File: src/rtl/load_extract_unit_pkg.sv
// Shared definitions for the load extract unit.
//   - RV64I load funct3 encodings
//   - FSM state type
//   - default address width
package load_extract_unit_pkg;

    localparam int unsigned ADDR_W_DEFAULT = 64;

    localparam logic [2:0] FUNCT3_LB  = 3'b000;
    localparam logic [2:0] FUNCT3_LH  = 3'b001;
    localparam logic [2:0] FUNCT3_LW  = 3'b010;
    localparam logic [2:0] FUNCT3_LD  = 3'b011;
    localparam logic [2:0] FUNCT3_LBU = 3'b100;
    localparam logic [2:0] FUNCT3_LHU = 3'b101;
    localparam logic [2:0] FUNCT3_LWU = 3'b110;
    localparam logic [2:0] FUNCT3_ILL = 3'b111;

    typedef enum logic [1:0] {
        StIdle,
        StReq,
        StWait,
        StDone
    } state_e;

endpackage

File: src/rtl/load_lane_extend.sv
// Combinational lane select and sign/zero extension for RV64I loads.
// Ports:
//   rdata    in  64  doubleword read from memory, little-endian
//   offset   in  3   byte offset within the doubleword
//   funct3   in  3   load type
//   ext      out 64  selected lane, extended to 64 bits
//   misalign out 1   offset is not naturally aligned for the access size
module load_lane_extend
    import load_extract_unit_pkg::*;
(
    input  logic [63:0] rdata,
    input  logic [2:0]  offset,
    input  logic [2:0]  funct3,
    output logic [63:0] ext,
    output logic        misalign
);

    logic [7:0]  lane_b;
    logic [15:0] lane_h;
    logic [31:0] lane_w;

    always_comb begin
        lane_b = rdata[{offset, 3'b000} +: 8];
        lane_h = rdata[{offset[2:1], 4'b0000} +: 16];
        lane_w = rdata[{offset[2], 5'b00000} +: 32];
    end

    always_comb begin
        ext      = '0;
        misalign = 1'b0;
        case (funct3)
            FUNCT3_LB:  ext = {{56{lane_b[7]}}, lane_b};
            FUNCT3_LBU: ext = {56'd0, lane_b};
            FUNCT3_LH: begin
                ext      = {{48{lane_h[15]}}, lane_h};
                misalign = offset[0];
            end
            FUNCT3_LHU: begin
                ext      = {48'd0, lane_h};
                misalign = offset[0];
            end
            FUNCT3_LW: begin
                ext      = {{32{lane_w[31]}}, lane_w};
                misalign = |offset[1:0];
            end
            FUNCT3_LWU: begin
                ext      = {32'd0, lane_w};
                misalign = |offset[1:0];
            end
            FUNCT3_LD: begin
                ext      = rdata;
                misalign = |offset;
            end
            default: ext = '0;
        endcase
    end

endmodule

File: src/rtl/load_extract_unit.sv
// RV64I load unit: issues a doubleword-aligned read, waits for a
// variable-latency response, extracts and extends the addressed lane.
// Ports:
//   clk, rst_n          clock, async active-low reset
//   start, funct3, addr load request (sampled only when idle)
//   mem_req, mem_addr   one-cycle read strobe and aligned address
//   mem_rdata, mem_rvalid  read response
//   busy, done, err     status; err is valid with the done pulse
//   load_data           extended result, held until the next done
// TIMEOUT must lie in 2..255 (counter is 8 bits).
module load_extract_unit
    import load_extract_unit_pkg::*;
#(
    parameter int unsigned TIMEOUT = 16,
    parameter int unsigned ADDR_W  = ADDR_W_DEFAULT
) (
    input  logic              clk,
    input  logic              rst_n,
    input  logic              start,
    input  logic [2:0]        funct3,
    input  logic [ADDR_W-1:0] addr,
    output logic              mem_req,
    output logic [ADDR_W-1:0] mem_addr,
    input  logic [63:0]       mem_rdata,
    input  logic              mem_rvalid,
    output logic              busy,
    output logic              done,
    output logic              err,
    output logic [63:0]       load_data
);

    localparam logic [7:0] CntLast = 8'(TIMEOUT - 1);

    state_e            state_q, state_d;
    logic [2:0]        f3_q, f3_d;
    logic [2:0]        off_q, off_d;
    logic [ADDR_W-1:0] addr_q, addr_d;
    logic [7:0]        cnt_q, cnt_d;
    logic [63:0]       data_q, data_d;
    logic              err_q, err_d;

    logic [2:0]        ext_off;
    logic [2:0]        ext_f3;
    logic [63:0]       ext_data;
    logic              ext_misalign;

    // The extender checks alignment of the incoming request while idle and
    // extracts the response lane using the latched request otherwise.
    always_comb begin
        ext_off = (state_q == StIdle) ? addr[2:0] : off_q;
        ext_f3  = (state_q == StIdle) ? funct3    : f3_q;
    end

    load_lane_extend u_lane_extend (
        .rdata    (mem_rdata),
        .offset   (ext_off),
        .funct3   (ext_f3),
        .ext      (ext_data),
        .misalign (ext_misalign)
    );

    always_comb begin
        state_d = state_q;
        f3_d    = f3_q;
        off_d   = off_q;
        addr_d  = addr_q;
        cnt_d   = cnt_q;
        data_d  = data_q;
        err_d   = err_q;
        case (state_q)
            StIdle: begin
                if (start) begin
                    if ((funct3 == FUNCT3_ILL) || ext_misalign) begin
                        err_d   = 1'b1;
                        data_d  = '0;
                        state_d = StDone;
                    end else begin
                        f3_d    = funct3;
                        off_d   = addr[2:0];
                        addr_d  = {addr[ADDR_W-1:3], 3'b000};
                        state_d = StReq;
                    end
                end
            end
            StReq: begin
                cnt_d   = '0;
                state_d = StWait;
            end
            StWait: begin
                if (mem_rvalid) begin
                    data_d  = ext_data;
                    err_d   = 1'b0;
                    state_d = StDone;
                end else if (cnt_q == CntLast) begin
                    data_d  = '0;
                    err_d   = 1'b1;
                    state_d = StDone;
                end else begin
                    cnt_d = cnt_q + 8'd1;
                end
            end
            StDone: begin
                err_d   = 1'b0;
                state_d = StIdle;
            end
            default: state_d = StIdle;
        endcase
    end

    always_ff @(posedge clk or negedge rst_n) begin
        if (!rst_n) begin
            state_q <= StIdle;
            f3_q    <= '0;
            off_q   <= '0;
            addr_q  <= '0;
            cnt_q   <= '0;
            data_q  <= '0;
            err_q   <= 1'b0;
        end else begin
            state_q <= state_d;
            f3_q    <= f3_d;
            off_q   <= off_d;
            addr_q  <= addr_d;
            cnt_q   <= cnt_d;
            data_q  <= data_d;
            err_q   <= err_d;
        end
    end

    always_comb begin
        mem_req   = (state_q == StReq);
        busy      = (state_q != StIdle);
        done      = (state_q == StDone);
        mem_addr  = addr_q;
        err       = err_q;
        load_data = data_q;
    end

endmodule

File: config.mk
export PLATFORM = sky130hd
export DESIGN_NAME = load_extract_unit
export DESIGN_NICKNAME = d
export VERILOG_FILES = /design/src/rtl/load_extract_unit_pkg.sv /design/src/rtl/load_lane_extend.sv /design/src/rtl/load_extract_unit.sv
export SDC_FILE = /design/constraint.sdc
export NUM_CORES = 1
export LEC_CHECK = 0
export ABC_AREA = 1
export CORE_ASPECT_RATIO = 1.1
export CORE_UTILIZATION = 40
export CTS_CLUSTER_DIAMETER = 30
export CTS_CLUSTER_SIZE = 14
export DETAILED_ROUTE_END_ITERATION = 8
export PLACE_DENSITY = 0.7
export RECOVER_POWER = 25
export SLEW_MARGIN = 20
export SYNTH_ARGS = -nofsm -noshare
export SYNTH_HDL_FRONTEND = slang
export SYNTH_SLANG_ARGS = --single-unit
File: constraint.sdc
create_clock -name clk -period 1.9 [get_ports clk]
set_input_delay 0.38 -clock clk [delete_from_list [all_inputs] [get_ports clk]]
set_output_delay 0.38 -clock clk [all_outputs]
set_load 0.01 [all_outputs]
==> flow_summary.ini, run 1 <==
[run_status]
status = complete, but fails checks
failed_checks = setup timing

[yosys]
seq_area_frac_synth_pct = 44.9
syn_area_um2 = 7910
ys.flop_type = dfrtp_1
synth.top_cell.area_share_pct = 44.9
syn_inst = 1145
netlist_top_cells_count = nand2_1 (428), dfrtp_1 (142), inv_1 (139)
synth.most_common_cell = nand2_1
synth_edf_count = 0
yosys.area.top_type = dfrtp_1
synth_area_leaders = dfrtp_1 (45%), nand2_1 (20%), inv_1 (6.6%), nand3_1 (6.3%), nor2_1 (4.9%)
yosysUniqueCellTypes = 34
avgSynthCellArea_um2 = 6.91
yosysWarningCount = 0
async_flop_share_pct = 100
synth-seq-cells = 142

[worst_setup_path]
critPathMaxFanout = 25
max_stage_delay_ns = 0.37
cpMaxStageDelayCell = dfrtp_1
r2r-end = load_data[63]
worst-path-buf-inv = 3
r2r_slack_ns = -0.22
path_common_cell = nand2_1
reg2regPathDepth = 12
regToRegStartpoint = state_q[0]
cp-end-kind = register
path_delay_family = simple AND/OR/NAND/NOR gates
start_kind = register
critPathArrivalTime_ns = 2.48
required_ns = 2.26
worstSetupPathType = register to register
path_cells = inv_2, ha_4, buf_6, nand2_1, o21a_1, nand3_1, buf_12, nor2_1, nor2_4, nand3_1, nand2_1, nand2_1

[drt]
dr.pass1.iters = 5
vias_per_cell = 5.00
drc = 0
routed_wirelength_um = 28300
vias = 8737
wl_per_cell_um = 16.2
drt_iter0_drc = 684
drtAntennaViolNets = 0

[global_route]
track_usage_pct = 26.4
grt_pass1_wl_um = 41100
overflow = 0
grt_max_degree = 59
first_global_vias = 7939
antenna_found_initial = 0

[timing]
drv_slew = 0
timing.fmax_mhz = 471
rsz0062_at_grt = yes
worst_pin_slew_ns = 1.15
setup_viol = 132
timing.final.crit_share_pct = 112
hold_viol = 0
fin_tns_setup_ns = -19.20
setup_slack_ns = -0.221
fin_skew_ns = 0.00915
relSlewSlack_pct = 23.6
fin_crit_ns = 2.12

[floorplanning]
fp.dieH_um = 150
die_w_um = 136
coreArea_um2 = 19200
start_util_pct = 41.1
rows = 53
pin_count = 267
fp.dieArea_um2 = 20300

[final_layout]
layout.nets = 1627
syn_to_final_growth_pct = 60.4
nFillCells = 1648
diodes = 0
seq_area_um2 = 3550
instances_no_fill = 1747
final_cell_area_um2 = 12700
multi_input_area_um2 = 3740
drive_gt1_share_pct = 14.5

[min_path]
hp-start = load_data[25]
min_to = load_data[25]
hp-class = register to register
hold_depth = 2

[cts]
clock_path_buffers = 2
cts-buffers-inserted = 17
clockRootBuffer = clkbuf_16
clkTransAtPathRegs_ns = 0.07
cts_max_level = 4
cts_tree = yes
clk_latency_ns = 0.43
clock-sinks = 142

[pwr]
total_power_mw = 21.6
leakage_nw = 6.62
power_density_nw_per_um2 = 1700
ir_drop_uv = 1040

[place]
dp_cells = 1689
pre_cts_ws_ns = -0.294
io_buffers = 263
place_congestion = 1.01
hpwl_um = 19400
dpl-instance-area_um2 = 11500

[run]
maxCapViolCount = 0
==> area by class of cell <==
| cell class | instances | share of cell area, % |
|---|---|---|
| timing repair buffer | 384 | 31.3 |
| tap | 247 | 2.43 |
| sequential | 142 | 28.0 |
| clock inverter | 15 | 1.16 |
| clock buffer | 17 | 3.35 |
| multi-input combinational | 798 | 29.4 |
| inverter | 144 | 4.32 |
==> worst reg2reg max path: stages (launching register included) <==
cell and delay, ns:
dfrtp_1 0.37, inv_2 0.06, ha_4 0.20, buf_6 0.14
nand2_1 0.09, o21a_1 0.17, nand3_1 0.26, buf_12 0.26
nor2_1 0.19, nor2_4 0.07, nand3_1 0.10, nand2_1 0.08
nand2_1 0.07
==> state kept, by name (all words and copies together) (netlist names) <==
signal     count
load_data     64
mem_addr      61
f3_q           3
err            1
off_q          3
state_q        2
cnt_q          8
==> cells by family after synthesis <==
logic type | after synthesis | share of synthesized area, %
XOR/XNOR | 5 | 0.553
AND/OR/NAND/NOR | 650 | 33.5
flip-flops | 142 | 44.9
adder cells (fa/ha/maj) | 5 | 0.791
AO/OA/AOI/OAI | 135 | 9.28
other | 1 | 0.0474
buffers and inverters | 207 | 10.9
==> where the power goes <==
part	total [mW]	switching [mW]	internal [mW]
sequential	4.95	0.727	4.22
combinational	13.4	7.09	6.28
clock	3.30	1.45	1.84
==> placed cells by master, fill, tap and decap left out, types with 11 or more instances in the layout <==
cell,n
nand2_2,11
o21ai_0,45
inv_1,137
clkbuf_16,26
dfrtp_1,142
buf_4,77
a22oi_1,11
nand2_1,415
buf_6,13
buf_12,18
nand3_1,93
clkdlybuf4s50_1,259
nor2_1,91
o21ai_1,47
a21oi_1,12
==> worst max-delay path by stage <==
stage	start	end	slack, ns	cells past startpoint
floorplan	state_q[0]	load_data[21]	0.003	14
global placement	addr[2]	load_data[2]	-0.28	11
detailed placement	funct3[1]	load_data[2]	-0.29	14
CTS	state_q[0]	load_data[5]	-0.20	16
global route	state_q[0]	load_data[0]	-0.33	13
finish	state_q[0]	load_data[63]	-0.22	12
==> routing by layer <==
metal / global-route usage, % / wire length, um / up-vias
li1: - / - / 4219
met1: 31.7 / 10800 / 3969
met2: 43.6 / 13400 / 464
met3: 7.35 / 2780 / 85
met4: 12.6 / 1270 / 0
met5: 0 / 0 / -
==> metrics by stage <==
step	util (%)	hold slack, ns
5_1_grt	66.0	0.493
6_report	66.0	0.481
4_1_cts	64.1	0.471
3_3_place_gp	59.8	0.346
3_5_place_dp	59.8	0.347
2_1_floorplan	-	0.0844
==> timing repair <==
action	4_1_cts	5_1_grt
cloned	3	10
hold buffers	1	0
pin swaps	5	13
endpoints found under the hold margin	37	0
setup buffers	10	5
resized for setup	38	54
setup endpoints to repair	134	133
Note: power is estimated with default switching activity, not from simulation.
==> inputs of run 2 (changes only) <==
Settings changed: CAP_MARGIN set to 20.
==> results of run 2 <==
Final layout, timing and power as in run 1 (identical DEF).
